### src/rtl/prvp_apb_pkg.sv
// Shared types and constants for the APB3 initiator (prvp_apb_master_if).
package prvp_apb_pkg;

  localparam int unsigned APB_DATA_WIDTH = 32;

  typedef enum logic [1:0] {
    IDLE,
    SETUP,
    ACCESS,
    RESP
  } apb_mst_state_e;

endpackage

### src/rtl/prvp_apb_master_if_if.sv
// Request/response channels plus APB3 bus of the APB initiator, with master (initiator) and slave views.
interface prvp_apb_master_if_if #(
  parameter int unsigned APB_ADDR_WIDTH = 12
);

  localparam int unsigned DW = prvp_apb_pkg::APB_DATA_WIDTH;

  logic                      req_valid;
  logic                      req_ready;
  logic                      req_write;
  logic [APB_ADDR_WIDTH-1:0] req_addr;
  logic [DW-1:0]             req_wdata;
  logic                      rsp_valid;
  logic                      rsp_ready;
  logic [DW-1:0]             rsp_rdata;
  logic                      rsp_err;
  logic [APB_ADDR_WIDTH-1:0] PADDR;
  logic [DW-1:0]             PWDATA;
  logic                      PWRITE;
  logic                      PSEL;
  logic                      PENABLE;
  logic [DW-1:0]             PRDATA;
  logic                      PREADY;
  logic                      PSLVERR;

  modport master (
    input  req_valid, req_write, req_addr, req_wdata, rsp_ready,
           PRDATA, PREADY, PSLVERR,
    output req_ready, rsp_valid, rsp_rdata, rsp_err,
           PADDR, PWDATA, PWRITE, PSEL, PENABLE
  );

  modport slave (
    output req_valid, req_write, req_addr, req_wdata, rsp_ready,
           PRDATA, PREADY, PSLVERR,
    input  req_ready, rsp_valid, rsp_rdata, rsp_err,
           PADDR, PWDATA, PWRITE, PSEL, PENABLE
  );

endinterface

### src/rtl/prvp_apb_master_if.sv
// APB3 initiator: one valid/ready request -> one APB transfer -> one valid/ready response.
// Optional ACCESS-phase timeout enabled by defining PRVP_APB_MASTER_TIMEOUT_EN.
module prvp_apb_master_if
  import prvp_apb_pkg::*;
#(
  parameter int unsigned APB_ADDR_WIDTH = 12,
  parameter int unsigned TIMEOUT_CYCLES = 256
) (
  input logic                HCLK,
  input logic                HRESETn,
  prvp_apb_master_if_if.master bus
);

  apb_mst_state_e            state;
  logic [APB_ADDR_WIDTH-1:0] paddr_q;
  logic [APB_DATA_WIDTH-1:0] pwdata_q;
  logic                      pwrite_q;
  logic                      psel_q;
  logic                      penable_q;
  logic                      rsp_valid_q;
  logic [APB_DATA_WIDTH-1:0] rsp_rdata_q;
  logic                      rsp_err_q;

`ifdef PRVP_APB_MASTER_TIMEOUT_EN
  localparam int unsigned TMO_W = $clog2(TIMEOUT_CYCLES + 1);
  logic [TMO_W-1:0] tmo_cnt;
  logic             tmo_hit;
  assign tmo_hit = (tmo_cnt == TMO_W'(TIMEOUT_CYCLES - 1));
`else
  logic unused_cfg;
  assign unused_cfg = ^TIMEOUT_CYCLES;
`endif

  assign bus.req_ready = (state == IDLE);
  assign bus.PADDR     = paddr_q;
  assign bus.PWDATA    = pwdata_q;
  assign bus.PWRITE    = pwrite_q;
  assign bus.PSEL      = psel_q;
  assign bus.PENABLE   = penable_q;
  assign bus.rsp_valid = rsp_valid_q;
  assign bus.rsp_rdata = rsp_rdata_q;
  assign bus.rsp_err   = rsp_err_q;

  // ACCESS covers the APB setup cycle (PENABLE=0) then the wait/complete cycles (PENABLE=1).
  always_ff @(posedge HCLK or negedge HRESETn) begin
    if (!HRESETn) begin
      state       <= IDLE;
      paddr_q     <= '0;
      pwdata_q    <= '0;
      pwrite_q    <= 1'b0;
      psel_q      <= 1'b0;
      penable_q   <= 1'b0;
      rsp_valid_q <= 1'b0;
      rsp_rdata_q <= '0;
      rsp_err_q   <= 1'b0;
`ifdef PRVP_APB_MASTER_TIMEOUT_EN
      tmo_cnt     <= '0;
`endif
    end else begin
      case (state)
        IDLE: begin
          if (bus.req_valid) begin
            pwrite_q <= bus.req_write;
            paddr_q  <= bus.req_addr;
            pwdata_q <= bus.req_wdata;
            state    <= SETUP;
          end
        end
        SETUP: begin
          psel_q    <= 1'b1;
          penable_q <= 1'b0;
`ifdef PRVP_APB_MASTER_TIMEOUT_EN
          tmo_cnt   <= '0;
`endif
          state     <= ACCESS;
        end
        ACCESS: begin
          if (!penable_q) begin
            penable_q <= 1'b1;
          end else if (bus.PREADY) begin
            rsp_rdata_q <= pwrite_q ? '0 : bus.PRDATA;
            rsp_err_q   <= bus.PSLVERR;
            rsp_valid_q <= 1'b1;
            psel_q      <= 1'b0;
            penable_q   <= 1'b0;
            state       <= RESP;
          end
`ifdef PRVP_APB_MASTER_TIMEOUT_EN
          else if (tmo_hit) begin
            rsp_rdata_q <= '0;
            rsp_err_q   <= 1'b1;
            rsp_valid_q <= 1'b1;
            psel_q      <= 1'b0;
            penable_q   <= 1'b0;
            state       <= RESP;
          end else begin
            tmo_cnt <= tmo_cnt + TMO_W'(1);
          end
`endif
        end
        RESP: begin
          if (bus.rsp_ready) begin
            rsp_valid_q <= 1'b0;
            state       <= IDLE;
          end
        end
        default: state <= IDLE;
      endcase
    end
  end

endmodule

### src/flat_wrapper.sv
// flat-port wrapper written by rule: the top's interface ports become plain ports
module prvp_apb_master_if_flat import prvp_apb_pkg::*;
#(
  parameter int unsigned APB_ADDR_WIDTH = 12,
  parameter int unsigned TIMEOUT_CYCLES = 256
)
  (HCLK, HRESETn, bus_req_valid, bus_req_write, bus_req_addr, bus_req_wdata, bus_rsp_ready, bus_PRDATA, bus_PREADY, bus_PSLVERR, bus_req_ready, bus_rsp_valid, bus_rsp_rdata, bus_rsp_err, bus_PADDR, bus_PWDATA, bus_PWRITE, bus_PSEL, bus_PENABLE);
  prvp_apb_master_if_if #(.APB_ADDR_WIDTH(APB_ADDR_WIDTH)) bus_i ();
  input logic HCLK;
  input logic HRESETn;
  input wire logic [$bits(bus_i.req_valid)-1:0] bus_req_valid;
  input wire logic [$bits(bus_i.req_write)-1:0] bus_req_write;
  input wire logic [$bits(bus_i.req_addr)-1:0] bus_req_addr;
  input wire logic [$bits(bus_i.req_wdata)-1:0] bus_req_wdata;
  input wire logic [$bits(bus_i.rsp_ready)-1:0] bus_rsp_ready;
  input wire logic [$bits(bus_i.PRDATA)-1:0] bus_PRDATA;
  input wire logic [$bits(bus_i.PREADY)-1:0] bus_PREADY;
  input wire logic [$bits(bus_i.PSLVERR)-1:0] bus_PSLVERR;
  output wire logic [$bits(bus_i.req_ready)-1:0] bus_req_ready;
  output wire logic [$bits(bus_i.rsp_valid)-1:0] bus_rsp_valid;
  output wire logic [$bits(bus_i.rsp_rdata)-1:0] bus_rsp_rdata;
  output wire logic [$bits(bus_i.rsp_err)-1:0] bus_rsp_err;
  output wire logic [$bits(bus_i.PADDR)-1:0] bus_PADDR;
  output wire logic [$bits(bus_i.PWDATA)-1:0] bus_PWDATA;
  output wire logic [$bits(bus_i.PWRITE)-1:0] bus_PWRITE;
  output wire logic [$bits(bus_i.PSEL)-1:0] bus_PSEL;
  output wire logic [$bits(bus_i.PENABLE)-1:0] bus_PENABLE;
  assign bus_i.req_valid = bus_req_valid;
  assign bus_i.req_write = bus_req_write;
  assign bus_i.req_addr = bus_req_addr;
  assign bus_i.req_wdata = bus_req_wdata;
  assign bus_i.rsp_ready = bus_rsp_ready;
  assign bus_i.PRDATA = bus_PRDATA;
  assign bus_i.PREADY = bus_PREADY;
  assign bus_i.PSLVERR = bus_PSLVERR;
  assign bus_req_ready = bus_i.req_ready;
  assign bus_rsp_valid = bus_i.rsp_valid;
  assign bus_rsp_rdata = bus_i.rsp_rdata;
  assign bus_rsp_err = bus_i.rsp_err;
  assign bus_PADDR = bus_i.PADDR;
  assign bus_PWDATA = bus_i.PWDATA;
  assign bus_PWRITE = bus_i.PWRITE;
  assign bus_PSEL = bus_i.PSEL;
  assign bus_PENABLE = bus_i.PENABLE;
  prvp_apb_master_if #(.APB_ADDR_WIDTH(APB_ADDR_WIDTH), .TIMEOUT_CYCLES(TIMEOUT_CYCLES)) u_core (.HCLK(HCLK), .HRESETn(HRESETn), .bus(bus_i));
endmodule
### config.mk
export PLATFORM = sky130hd
export DESIGN_NAME = prvp_apb_master_if_flat
export DESIGN_NICKNAME = d
export VERILOG_FILES = /design/src/rtl/prvp_apb_pkg.sv /design/src/rtl/prvp_apb_master_if_if.sv /design/src/rtl/prvp_apb_master_if.sv /design/src/flat_wrapper.sv
export SDC_FILE = /design/constraint.sdc
export NUM_CORES = 1
export LEC_CHECK = 0
export CORE_ASPECT_RATIO = 0.9
export CORE_MARGIN = 2
export CORE_UTILIZATION = 40
export DETAILED_ROUTE_END_ITERATION = 10
export PLACE_DENSITY = 0.78
export SETUP_SLACK_MARGIN = 0.2
export SKIP_LAST_GASP = 1
export SLEW_MARGIN = 20
export SYNTH_ARGS = -nofsm -noshare
export SYNTH_HDL_FRONTEND = slang
export SYNTH_SLANG_ARGS = --single-unit
export TNS_END_PERCENT = 10
### constraint.sdc
create_clock -name HCLK -period 1.9 [get_ports HCLK]
set_input_delay 0.19 -clock HCLK [delete_from_list [all_inputs] [get_ports HCLK]]
set_output_delay 0.19 -clock HCLK [all_outputs]
set_load 0.1 [all_outputs]
=== Word-level counts from Yosys, hierarchy flattened ===
Cells that the tools add are included.

* Reduce and logical (&&, ||, !) cells: 8
* Magnitude comparators: 0
* Divide/modulo/power cells: 0
* Shifts and indexed selects: 0
* Eq/ne operators: 7
* $mul: 0
* Bitwise logic cells: 0
* Multiplexer cells: 16
* $add $sub $neg: 0

{| class="wikitable"
|+ Operators by type and width
! operator !! count
|-
| 32-bit two-way mux || 1
|-
| 2-bit two-way mux || 4
|-
| 2-bit one-hot mux with 4 select lines || 1
|-
| 4-bit AND reduction || 2
|-
| 1-bit two-way mux || 7
|-
| 2-bit inequality test (second input constant) || 3
|-
| 1-bit one-hot mux with 2 select lines || 3
|-
| 3-bit AND reduction || 2
|-
| 2-bit equality test (second input constant) || 2
|-
| 2-bit nonzero test || 2
|-
| 2-bit by 1-bit equality test with 1-bit output (second input constant) || 1
|-
| 2-bit zero test || 1
|-
| 2-bit by 1-bit inequality test with 1-bit output (second input constant) || 1
|-
| 2-bit AND reduction || 1
|}

* Memory bits (read-only): 0
* Memories: 0
* Bits in latches: 0
* Bits of input ports: 83
* Register bits after elaboration: 83
* RAM bits: 0
* Logic and storage cells: 40

=== Longest topological paths before layout ===
Gate-level depths: netlist of the first run.

* Word-level depth: 3
* Depth in mapped cells: 7
* Mapped depth without buffers: 5

=== Worst setup path before layout of the first run ===
OpenSTA, ideal clock, no wires.

* Path kind: reg-to-reg
* Start point: register u_core.state[0]
* End point: register u_core.paddr_q[0], in the netlist u_core.bus.PADDR[0]
* Buffers on the path: 1
* Required time: 1774 ps
* Arrival time: 2219 ps
* Setup slack: -445 ps
* Clock period less this slack: 2345 ps
* Cell stages (with the launch flop): 6
* Cell sequence: dfrtp_1 -> inv_1 -> ha_1 -> nand2_1 -> buf_2 -> mux2_2

* Cells in the longest elaborated chain, start to end: 2

{| class="wikitable"
|+ RTL lines
! what !! line !! source
|-
| start: declaration || prvp_apb_master_if.sv:14 || <nowiki>apb_mst_state_e state;</nowiki>
|-
| start signal: assignment || prvp_apb_master_if.sv:47 || <nowiki>state <= IDLE;</nowiki>
|-
| start signal: assignment || prvp_apb_master_if.sv:66 || <nowiki>state <= SETUP;</nowiki>
|-
| start signal: assignment || prvp_apb_master_if.sv:75 || <nowiki>state <= ACCESS;</nowiki>
|-
| 2-bit zero test || - ||
|-
| via bus_req_ready || flat_wrapper.sv:19 || <nowiki>output wire logic [$bits(bus_i.req_ready)-1:0] bus_req_ready;</nowiki>
|-
| 2-bit AND reduction (no source line) || - ||
|-
| end signal: assignment || prvp_apb_master_if.sv:64 || <nowiki>paddr_q <= bus.req_addr;</nowiki>
|-
| end: declaration || prvp_apb_master_if.sv:15 || <nowiki>logic [APB_ADDR_WIDTH-1:0] paddr_q;</nowiki>
|}

The timed path passes the listed nets, and every way through them passes these cells.
A chain may end at the register's enable or synchronous reset.

=== Final worst setup path of the first run ===
* Start point: register u_core.state[1]
* End point: register u_core.state[1]

* Cells in the longest elaborated chain, start to end: 3
* Elaborated cells between the ends (all ways): 10

{| class="wikitable"
|+ RTL lines
! what !! line !! source
|-
| 2-bit equality test or 2-bit zero test (tied branches) || prvp_apb_master_if.sv:60 || <nowiki>case (state)</nowiki>
|-
| 2-bit inequality test (no source line) or 2-bit by 1-bit inequality test with 1-bit output (tied branches) || - ||
|-
| 4-bit AND reduction (no source line) || - ||
|}

Parallel ways exist; a longest one is shown, timed or not.

==> run_results.csv, run 1 <==
group,metric,value,unit
routing,detailedRoute.firstPassIterationCount,4,
setup_path,worstReg2RegEnd,"u_core.state[1]$_DFFE_PN0P_",
synth,synth_top_family_by_area,"multiplexers",
finish,ff_latch_area,0.002079,sq mm
setup_path,r2r.worst_path.cells,4,
floorplanning,die_area,0.009122,sq mm
setup_path,critical-path-top-delay-family,"flip-flops",
synth,ys_seq_area_frac,0.6201,
synth,yosys.area.top_type,"sky130_fd_sc_hd__dfrtp_1",
synth,synth.top_cells.by_area,"sky130_fd_sc_hd__dfrtp_1, sky130_fd_sc_hd__mux2_2, sky130_fd_sc_hd__nand2b_1, sky130_fd_sc_hd__o21ai_1, sky130_fd_sc_hd__nand2_1",
sta,transition_time_at_the_pin_with_the_least_slew_margin,0.4428,ns
grt,initial_antenna_violation_count,0,
routing,postRouteAntennaNets,0,
floorplanning,floorplan.initialDensity,0.4132,
sta,setup_viol_count_final,0,
floorplanning,chip_height,90.81,um
finish,number_of_antenna_cells_inserted,0,
floorplanning,placement_rows,31,
synth,synth-xor-area-share,0,
synth,syn-cell-area,0.003349,sq mm
sta,final.setup.tns,0,ns
grt,grtUsageMet1,0.2102,
synth,post_synthesis_mean_instance_area,12.59,sq um
place,gpl.final_weighted_congestion,0.7579,
floorplanning,num_io_pins,165,
setup_path,critical_path.slowest_cell,"sky130_fd_sc_hd__dfrtp_2",
cts,cts_made_buffers,9,
setup_path,critical_path_buf_inv_count,0,
grt,grt.overflow.total,0,
synth,synth_enable_flop_cells,0,
cts,clkLatencyLatePin,0.35,ns
routing,vias,2546,
synth,synth_top_cells_by_count,"sky130_fd_sc_hd__dfrtp_1, sky130_fd_sc_hd__mux2_2, sky130_fd_sc_hd__nand2_1",
sta,hold_viol_final,0,
hold_path,min_to,"u_core.bus.rsp_rdata[22]$_DFFE_PN0P_",
cts,sinks_on_clock_net,83,
finish,multi_input_area,0.001227,sq mm
sta,finalMaxSlewViolations,0,
cts,cts_tree,"yes",
place,detailedPlacementHpwl,5.682,mm
setup_path,timing.critical_path.required,2.14,ns
sta,timing.clock.skew,0.01000,ns
synth,netlist-cell-type-count,20,
synth,postSynthRegisterBits,83,
synth,synth_simple_gate_area_frac,0.1165,
hold_path,number_of_cells_traversed_by_the_worst_hold_path,3,
floorplanning,floorplan.die.width,100.5,um
synth,synth-adder-area-share,0.01494,
synth,synthMuxAreaShare,0.1591,
synth,ys_dominant_reg_cell,"sky130_fd_sc_hd__dfrtp_1",
synth,postSynthCellCount,266,
floorplanning,coreArea,0.008107,sq mm
grt,gr-usage-met2,0.2718,
status,status,"finished, final reports clean",
grt,grtUsageTotal,0.1691,
setup_path,cp_max_fo,5,
setup_path,timing.critical_path.from_type,"flip-flop",
finish,number_of_nets_in_the_final_layout,521,
synth,synth_top_area_share,0.6201,
grt,top_usage_layer,"met2",
finish,area_growth,54.95,%
routing,drc,0,
sta,period_minus_slack,1.631,ns
routing,drt-total-wl,7.774,mm
cts,root_buffer,"sky130_fd_sc_hd__clkbuf_8",
setup_path,critical_path.max_stage_delay,0.45,ns
cts,clk_pin_slew_worst_paths,0.09,ns
setup_path,reg2reg_slack,0.27,ns
finish,final_core_util,0.6402,
synth,postSynth.asyncResetShare,1.000,
grt,grt_pass1_vias,2518,
synth,syn_nets,353,
run,maxCapViolations,0,
sta,setup_repair_after_global_routing_missed_its_margin,"false",
routing,vias_per_cell,4.732,
setup_path,cp_cell_sequence,"ha_2 -> nor2b_1 -> a2111oi_4 -> mux2_4",
sta,fmax,613.2,MHz
hold_path,worstHoldPathType,"in2reg",
cts,clock_tree.htree_level_count,3,
setup_path,worst-endpoint-arrival,1.87,ns
setup_path,worst_setup_path_end_kind,"flip-flop",
synth,synthesis.yosys.warnings,0,
finish,final.fill_count,659,
place,placement.io_buffers,164,
sta,fraction_of_the_cycle_the_final_worst_path_needs,0.8583,
grt,grt_start_max_net_pins,84,
routing,route.detailed.wl_per_inst,14.45,um
synth,synth_compound_gate_area_share,0.06687,
grt,wire_length_of_the_first_global_routing_pass,12.16,mm
grt,grt_util_met3,0.05650,
finish,final_layout_size_suffix_gt1_frac,0.3667,
hold_path,hold_start,"bus_PRDATA[22]",
cts,clk_path_buf_depth,2,
setup_path,startpoint_of_the_worst_register_to_register_path,"u_core.state[1]$_DFFE_PN0P_",
routing,initialDrtViolationCount,58,
sta,slew_headroom,0.7048,
setup_path,timing_worst_setup_path_type,"reg2reg",
synth,synthMostInstantiatedCell,"sky130_fd_sc_hd__dfrtp_1",
[repair_timing]
item,4_1_cts,5_1_grt
gates resized for setup,0,5
pin swaps,1,1
buffers inserted,0,1
cloned,0,0
endpoints found under the hold margin,83,0
setup endpoints to repair,1,2
hold buffers,1,0
[worst min-delay path: cells and delay by family]
| kind | cells | cell delay [ns] |
|---|---|---|
| buffers and inverters | 1 | 0.39 |
| AND/OR/NAND/NOR | 1 | 0.07 |
| AO/OA/AOI/OAI | 1 | 0.05 |
[worst max-delay path by stage]
| stage | cells after the start | to | start |
|---|---|---|---|
| after floorplan | 3 | u_core.state[1]$_DFFE_PN0P_ | u_core.bus.PENABLE$_DFFE_PN0P_ |
| after global placement | 5 | u_core.state[1]$_DFFE_PN0P_ | u_core.state[0]$_DFFE_PN0P_ |
| after detailed placement | 5 | u_core.state[1]$_DFFE_PN0P_ | u_core.state[0]$_DFFE_PN0P_ |
| after CTS | 5 | u_core.state[1]$_DFFE_PN0P_ | u_core.state[1]$_DFFE_PN0P_ |
| after global routing | 4 | u_core.state[1]$_DFFE_PN0P_ | u_core.state[1]$_DFFE_PN0P_ |
| final | 4 | u_core.state[1]$_DFFE_PN0P_ | u_core.state[1]$_DFFE_PN0P_ |
[cell families (layout without fill, tap and decap cells)]
kind of cell    Yosys count  after routing
buf+inv                  17            190
flops                    83             83
fa+ha+maj                 4              4
compound gates           38             38
mux                      47             47
simple gates             77             77
[flip-flops by register name, summed over array words and instances (netlist names)]
register	count
u_core.bus.rsp_valid	1
u_core.bus.PWRITE	1
u_core.bus.PSEL	1
u_core.bus.PENABLE	1
u_core.bus.rsp_rdata	32
u_core.state	2
u_core.bus.rsp_err	1
u_core.bus.PADDR	12
u_core.bus.PWDATA	32
[layout make-up]
cell class              instances  area share
flip-flops and latches         83      0.4007
repair buffers                171      0.2965
multi-input cells             166      0.2365
clock buffers                  10     0.02652
well taps                      99     0.02387
clock inverters                 6     0.01374
inverters                       3    0.002170
[per-layer routing]
metal / share of wire / vias up
met5: 0 / -
met4: 0.022 / 0
met3: 0.075 / 17
met2: 0.49 / 100
met1: 0.41 / 1200
li1: - / 1229
[cell usage in the layout, fill, tap and decap left out]
cell type,instances
sky130_fd_sc_hd__mux2_4,1
sky130_fd_sc_hd__mux2_1,1
sky130_fd_sc_hd__inv_6,2
sky130_fd_sc_hd__dlygate4sd3_1,1
sky130_fd_sc_hd__mux2_2,45
sky130_fd_sc_hd__a2111oi_4,1
sky130_fd_sc_hd__dfrtp_2,2
sky130_fd_sc_hd__inv_1,1
sky130_fd_sc_hd__clkbuf_8,10
sky130_fd_sc_hd__ha_4,1
sky130_fd_sc_hd__o21ai_0,5
sky130_fd_sc_hd__nand2_2,1
sky130_fd_sc_hd__nor2b_4,1
sky130_fd_sc_hd__inv_2,2
sky130_fd_sc_hd__bufinv_16,1
sky130_fd_sc_hd__or4_1,1
sky130_fd_sc_hd__clkdlybuf4s50_1,81
sky130_fd_sc_hd__buf_12,4
sky130_fd_sc_hd__clkinv_4,1
sky130_fd_sc_hd__o2bb2ai_1,2
sky130_fd_sc_hd__nor2b_1,2
sky130_fd_sc_hd__nand3_1,3
sky130_fd_sc_hd__dfrtp_1,81
sky130_fd_sc_hd__ha_2,1
sky130_fd_sc_hd__buf_4,85
sky130_fd_sc_hd__nand2b_1,34
sky130_fd_sc_hd__nand2_1,34
sky130_fd_sc_hd__o21a_1,1
sky130_fd_sc_hd__ha_1,2
sky130_fd_sc_hd__clkinvlp_4,2
sky130_fd_sc_hd__nand3_2,1
sky130_fd_sc_hd__a31oi_1,1
sky130_fd_sc_hd__o21ai_1,28
[metrics by stage]
stage | setup slack [ns] | hold slack [ns] | cell area, sq um | std cells
after floorplan | 0.2736 | -0.1056 | 3366 | 266
after global placement | 0.2272 | 0.2578 | 4952 | 520
after detailed placement | 0.1808 | 0.2621 | 4952 | 520
after CTS | 0.2084 | 0.3703 | 5171 | 537
after global routing | 0.2041 | 0.3771 | 5190 | 538
final | 0.2693 | 0.3877 | 5190 | 538
Power of run 1 is not shown: default switching activity piles up to over one toggle a cycle in this logic, so the estimate is an artifact.
==> inputs of run 2 (changes only) <==
- CORE_ASPECT_RATIO: 0.9 -> 1.25
==> run_results.csv, run 2 (synthesis gave the netlist of run 1 again) <==
group,metric,value,unit
finish,most-common-layout-cells,"sky130_fd_sc_hd__buf_4, sky130_fd_sc_hd__clkdlybuf4s50_1, sky130_fd_sc_hd__dfrtp_1, sky130_fd_sc_hd__mux2_2",
cts,clk_pin_slew_worst_paths,0.08,ns
sta,final.setup.tns,0,ns
place,detailedPlacementHpwl,5.843,mm
floorplanning,floorplan.die.width,85.85,um
status,status,"finished with violations",
finish,final.fill_count,671,
sta,setup_repair_after_global_routing_missed_its_margin,"false",
finish,number_of_nets_in_the_final_layout,524,
floorplanning,num_io_pins,165,
cts,cts_made_buffers,9,
grt,grtUsageTotal,0.1755,
finish,mostFrequentLayoutCell,"sky130_fd_sc_hd__buf_4",
routing,route.detailed.wl_per_inst,14.52,um
sta,slew_headroom,0.7004,
sta,period_minus_slack,1.639,ns
setup_path,timing.critical_path.required,2.13,ns
sta,setup_viol_count_final,0,
routing,postRouteAntennaNets,0,
finish,number_of_antenna_cells_inserted,0,
routing,drt-total-wl,7.813,mm
sta,finalMaxSlewViolations,0,
routing,vias,2532,
finish,area_growth,55.70,%
cts,sinks_on_clock_net,83,
routing,drc,11,
place,gpl.final_weighted_congestion,0.7696,
cts,cts_tree,"yes",
routing,vias_per_cell,4.706,
finish,final_layout_size_suffix_gt1_frac,0.3651,
grt,initial_antenna_violation_count,0,
sta,hold_viol_final,0,
grt,grt.overflow.total,0,
status,failed_checks,"design-rule violations",
floorplanning,chip_height,106.3,um
finish,ff_latch_area,0.002079,sq mm
hold_path,worstHoldPathType,"in2async",
setup_path,timing.critical_path.from_type,"flip-flop",
floorplanning,floorplan.initialDensity,0.4088,
routing,initialDrtViolationCount,70,
floorplanning,placement_rows,37,
sta,fmax,610.0,MHz
finish,multi_input_area,0.001235,sq mm
place,placement.io_buffers,164,
sta,timing.clock.skew,0.004849,ns
grt,grt_start_max_net_pins,47,
routing,detailedRoute.firstPassIterationCount,7,
run,maxCapViolations,0,
cts,clock_tree.htree_level_count,3,
cts,clk_path_buf_depth,2,
setup_path,timing_worst_setup_path_type,"reg2reg",
cts,root_buffer,"sky130_fd_sc_hd__clkbuf_8",
setup_path,worst_setup_path_end_kind,"flip-flop",
floorplanning,die_area,0.009126,sq mm
grt,grt_pass1_vias,2645,
grt,wire_length_of_the_first_global_routing_pass,12.52,mm
floorplanning,coreArea,0.008194,sq mm
sta,fraction_of_the_cycle_the_final_worst_path_needs,0.8629,
sta,transition_time_at_the_pin_with_the_least_slew_margin,0.4494,ns
setup_path,worst-endpoint-arrival,1.87,ns
setup_path,cp_max_fo,2,
cts,clkLatencyLatePin,0.34,ns
==> run 2: cell types whose count changed in the layout (fill, tap and decap cells not counted), moves of 2 or more <==
cell	before	now
sky130_fd_sc_hd__buf_4	85	87
sky130_fd_sc_hd__clkbuf_1	0	2
sky130_fd_sc_hd__inv_6	2	0
sky130_fd_sc_hd__clkinvlp_4	2	0
==> run 2: final timing paths <==
kind                       slack (ns)  cells past startpoint                              endpoint                                 start
hold reg to reg                  0.49                      2  u_core.bus.rsp_rdata[26]$_DFFE_PN0P_  u_core.bus.rsp_rdata[26]$_DFFE_PN0P_
max in group asynchronous        1.09                      3        u_core.bus.PENABLE$_DFFE_PN0P_                               HRESETn
hold / removal                   0.22                      2  u_core.bus.rsp_rdata[20]$_DFFE_PN0P_                               HRESETn
setup reg to reg                 0.26                      5           u_core.state[1]$_DFFE_PN0P_           u_core.state[0]$_DFFE_PN0P_
min in group HCLK                0.39                      3  u_core.bus.rsp_rdata[20]$_DFFE_PN0P_                        bus_PRDATA[20]
setup / recovery                 0.26                      5           u_core.state[1]$_DFFE_PN0P_           u_core.state[0]$_DFFE_PN0P_
==> run 2: layout make-up <==
type,count,area share
clock inverters,2,0.006718
clock buffers,13,0.03047
repair buffers,174,0.3018
inverters,3,0.002159
well taps,97,0.02327
flip-flops and latches,83,0.3988
multi-input cells,166,0.2368
==> run 2: critical path, stage by stage (launching register included) <==
cell                        delay (ns)
sky130_fd_sc_hd__dfrtp_1          0.38
sky130_fd_sc_hd__buf_4            0.14
sky130_fd_sc_hd__ha_2             0.19
sky130_fd_sc_hd__nor2b_2          0.17
sky130_fd_sc_hd__a2111oi_4        0.31
sky130_fd_sc_hd__mux2_4           0.33
==> run 2: through the flow <==
step | cell area [sq um] | util | worst slack (ns) | hold WS (ns) | std cells
global route | 5215 | 0.6364 | 0.2006 | 0.2153 | 538
floorplan | 3366 | - | 0.2736 | -0.1056 | 266
detailed placement | 4977 | 0.6074 | 0.1706 | 0.04036 | 520
global placement | 4977 | 0.6074 | 0.2287 | 0.03894 | 520
CTS | 5181 | 0.6323 | 0.2119 | 0.2034 | 536
finish | 5215 | 0.6364 | 0.2606 | 0.2157 | 538
==> run 2: per-layer routing <==
| metal | vias to the layer above | GRT usage | share of wire |
|---|---|---|---|
| met4 | 0 | 0.09410 | 0.031 |
| met1 | 1192 | 0.1984 | 0.37 |
| met3 | 18 | 0.03804 | 0.065 |
| li1 | 1232 | - | - |
| met5 | - | 0 | 0 |
| met2 | 90 | 0.3058 | 0.53 |
==> run 2: what timing repair did <==
item                                   in CTS  in global routing
endpoints found under the hold margin      57                  0
setup endpoints to repair                   1                  4
gates resized for setup                     0                  5
hold buffers                                1                  0
pin swaps                                   1                  2
cloned                                      0                  0
setup buffers                               0                  2
Power of run 2 is left out for the same reason.
==> inputs of run 3 (changes only) <==
==> constraint.sdc (replaced) <==
create_clock -name HCLK -period 1.9 [get_ports HCLK]
set_input_delay 0.57 -clock HCLK [delete_from_list [all_inputs] [get_ports HCLK]]
set_output_delay 0.57 -clock HCLK [all_outputs]
set_load 0.1 [all_outputs]
==> run_results.csv, run 3 (synthesis gave the netlist of run 1 again) <==
group,metric,value,unit
grt,grt.overflow.total,0,
cts,clk_pin_slew_worst_paths,0.08,ns
routing,vias,2610,
routing,drc,11,
routing,initialDrtViolationCount,92,
floorplanning,num_io_pins,165,
floorplanning,floorplan.die.width,85.85,um
place,detailedPlacementHpwl,7.030,mm
setup_path,critical_path.endpoint,"u_core.state[1]$_DFFE_PN0P_",
sta,transition_time_at_the_pin_with_the_least_slew_margin,0.4833,ns
setup_path,worstReg2RegEnd,"u_core.state[1]$_DFFE_PN0P_",
floorplanning,placement_rows,37,
sta,fmax,575.2,MHz
grt,grt_start_max_net_pins,37,
hold_path,worstHoldPathType,"in2async",
setup_path,cp_max_fo,3,
cts,postCtsHoldBufs,0,
finish,area_growth,86.81,%
sta,hold_viol_final,0,
setup_path,r2r.worst_path.cells,6,
run,maxCapViolations,0,
cts,cts_made_buffers,9,
floorplanning,coreArea,0.008194,sq mm
sta,slew_headroom,0.6778,
grt,initial_antenna_violation_count,0,
grt,wire_length_of_the_first_global_routing_pass,14.35,mm
floorplanning,chip_height,106.3,um
status,failed_checks,"design-rule violations",
sta,finalHoldWorstSlack,0.1732,ns
place,placement.io_buffers,164,
cts,clk_path_buf_depth,2,
status,status,"finished with violations",
sta,setup_viol_count_final,0,
setup_path,worst-endpoint-arrival,1.97,ns
routing,detailedRoute.firstPassIterationCount,9,
finish,mostFrequentLayoutCell,"sky130_fd_sc_hd__buf_12",
sta,setup_repair_after_global_routing_missed_its_margin,"true",
grt,grt_pass1_vias,2835,
finish,final_layout_size_suffix_gt1_frac,0.3728,
setup_path,timing.critical_path.required,2.14,ns
routing,vias_per_cell,4.789,
routing,drt-total-wl,8.958,mm
cts,sinks_on_clock_net,83,
setup_path,crit_start,"u_core.state[1]$_DFFE_PN0P_",
routing,dr_wl_met3,527,um
routing,met2WireLength,4.861,mm
routing,top_signal_layer_used,"met4",
sta,period_minus_slack,1.738,ns
setup_path,worst_setup_path_end_kind,"flip-flop",
setup_path,timing_worst_setup_path_type,"reg2reg",
floorplanning,die_area,0.009126,sq mm
place,gpl.final_weighted_congestion,0.7770,
routing,route.detailed.wl_per_inst,16.44,um
sta,timing.clock.skew,0.008891,ns
cts,clock_tree.htree_level_count,3,
cts,root_buffer,"sky130_fd_sc_hd__clkbuf_8",
finish,number_of_nets_in_the_final_layout,532,
routing,m1WireLength,3.302,mm
setup_path,reg2reg_slack,0.16,ns
setup_path,startpoint_of_the_worst_register_to_register_path,"u_core.state[1]$_DFFE_PN0P_",
floorplanning,floorplan.initialDensity,0.4088,
cts,cts_tree,"yes",
grt,grtUsageTotal,0.2076,
setup_path,timing.critical_path.from_type,"flip-flop",
routing,postRouteAntennaNets,0,
finish,most-common-layout-cells,"sky130_fd_sc_hd__buf_12, sky130_fd_sc_hd__dfrtp_1, sky130_fd_sc_hd__clkdlybuf4s50_1, sky130_fd_sc_hd__mux2_2",
sta,fraction_of_the_cycle_the_final_worst_path_needs,0.9150,
finish,number_of_antenna_cells_inserted,0,
cts,clkLatencyLatePin,0.35,ns
sta,finalMaxSlewViolations,0,
## run 3: worst min-delay path by stage
stage,start,to,slack [ns],depth (start not counted)
finish,HRESETn,u_core.bus.rsp_rdata[17]$_DFFE_PN0P_,0.17,1
global route,HRESETn,u_core.bus.rsp_rdata[17]$_DFFE_PN0P_,0.19,1
CTS,HRESETn,u_core.bus.PWDATA[17]$_DFFE_PN0P_,0.18,1
detailed placement,u_core.state[0]$_DFFE_PN0P_,u_core.state[0]$_DFFE_PN0P_,0.52,1
global placement,u_core.state[0]$_DFFE_PN0P_,u_core.state[0]$_DFFE_PN0P_,0.51,1
floorplan,HRESETn,u_core.bus.PADDR[0]$_DFFE_PN0P_,0.27,0
## run 3: area by class of cell
class	instances	area (sq um)
fill	509	1937
sequential	83	2078
tap	97	121.4
inverter	3	11.26
timing repair buffer	182	2633
multi-input combinational	166	1217
clock inverter	3	65.06
clock buffer	11	131.4
## run 3: per-stage QoR
step	cell area (sq um)	std cells	setup WS, ns	utilization	setup TNS, ns
3_5_place_dp	6023	526	-0.08406	0.7351	-0.1267
2_1_floorplan	3366	266	0.2736	-	0
4_1_cts	6257	545	0.1533	0.7636	0
3_3_place_gp	6023	526	-0.03766	0.7351	-0.03766
5_1_grt	6257	545	0.1057	0.7636	0
6_report	6257	545	0.1616	0.7636	0
## run 3: critical path, cell delays in order, from the launching register on
cell	delay [ns]
sky130_fd_sc_hd__dfrtp_1	0.38
sky130_fd_sc_hd__inv_2	0.06
sky130_fd_sc_hd__ha_4	0.17
sky130_fd_sc_hd__buf_4	0.14
sky130_fd_sc_hd__nor2b_1	0.15
sky130_fd_sc_hd__a2111oi_4	0.38
sky130_fd_sc_hd__mux2_4	0.33
## run 3: what timing repair did
action                                  4_1_cts  5_1_grt
endpoints found under the setup margin        2        3
buffers inserted                              5        0
resized for setup                             2        0
gates cloned                                  0        0
pin swaps                                     2        1
## run 3: routing by layer
metal,global-route usage,vias to the layer above
met1,0.2402,1243
met3,0.04270,18
met4,0.1032,0
met2,0.3610,104
li1,-,1245
met5,0,-
Power of run 3 is left out for the same reason.
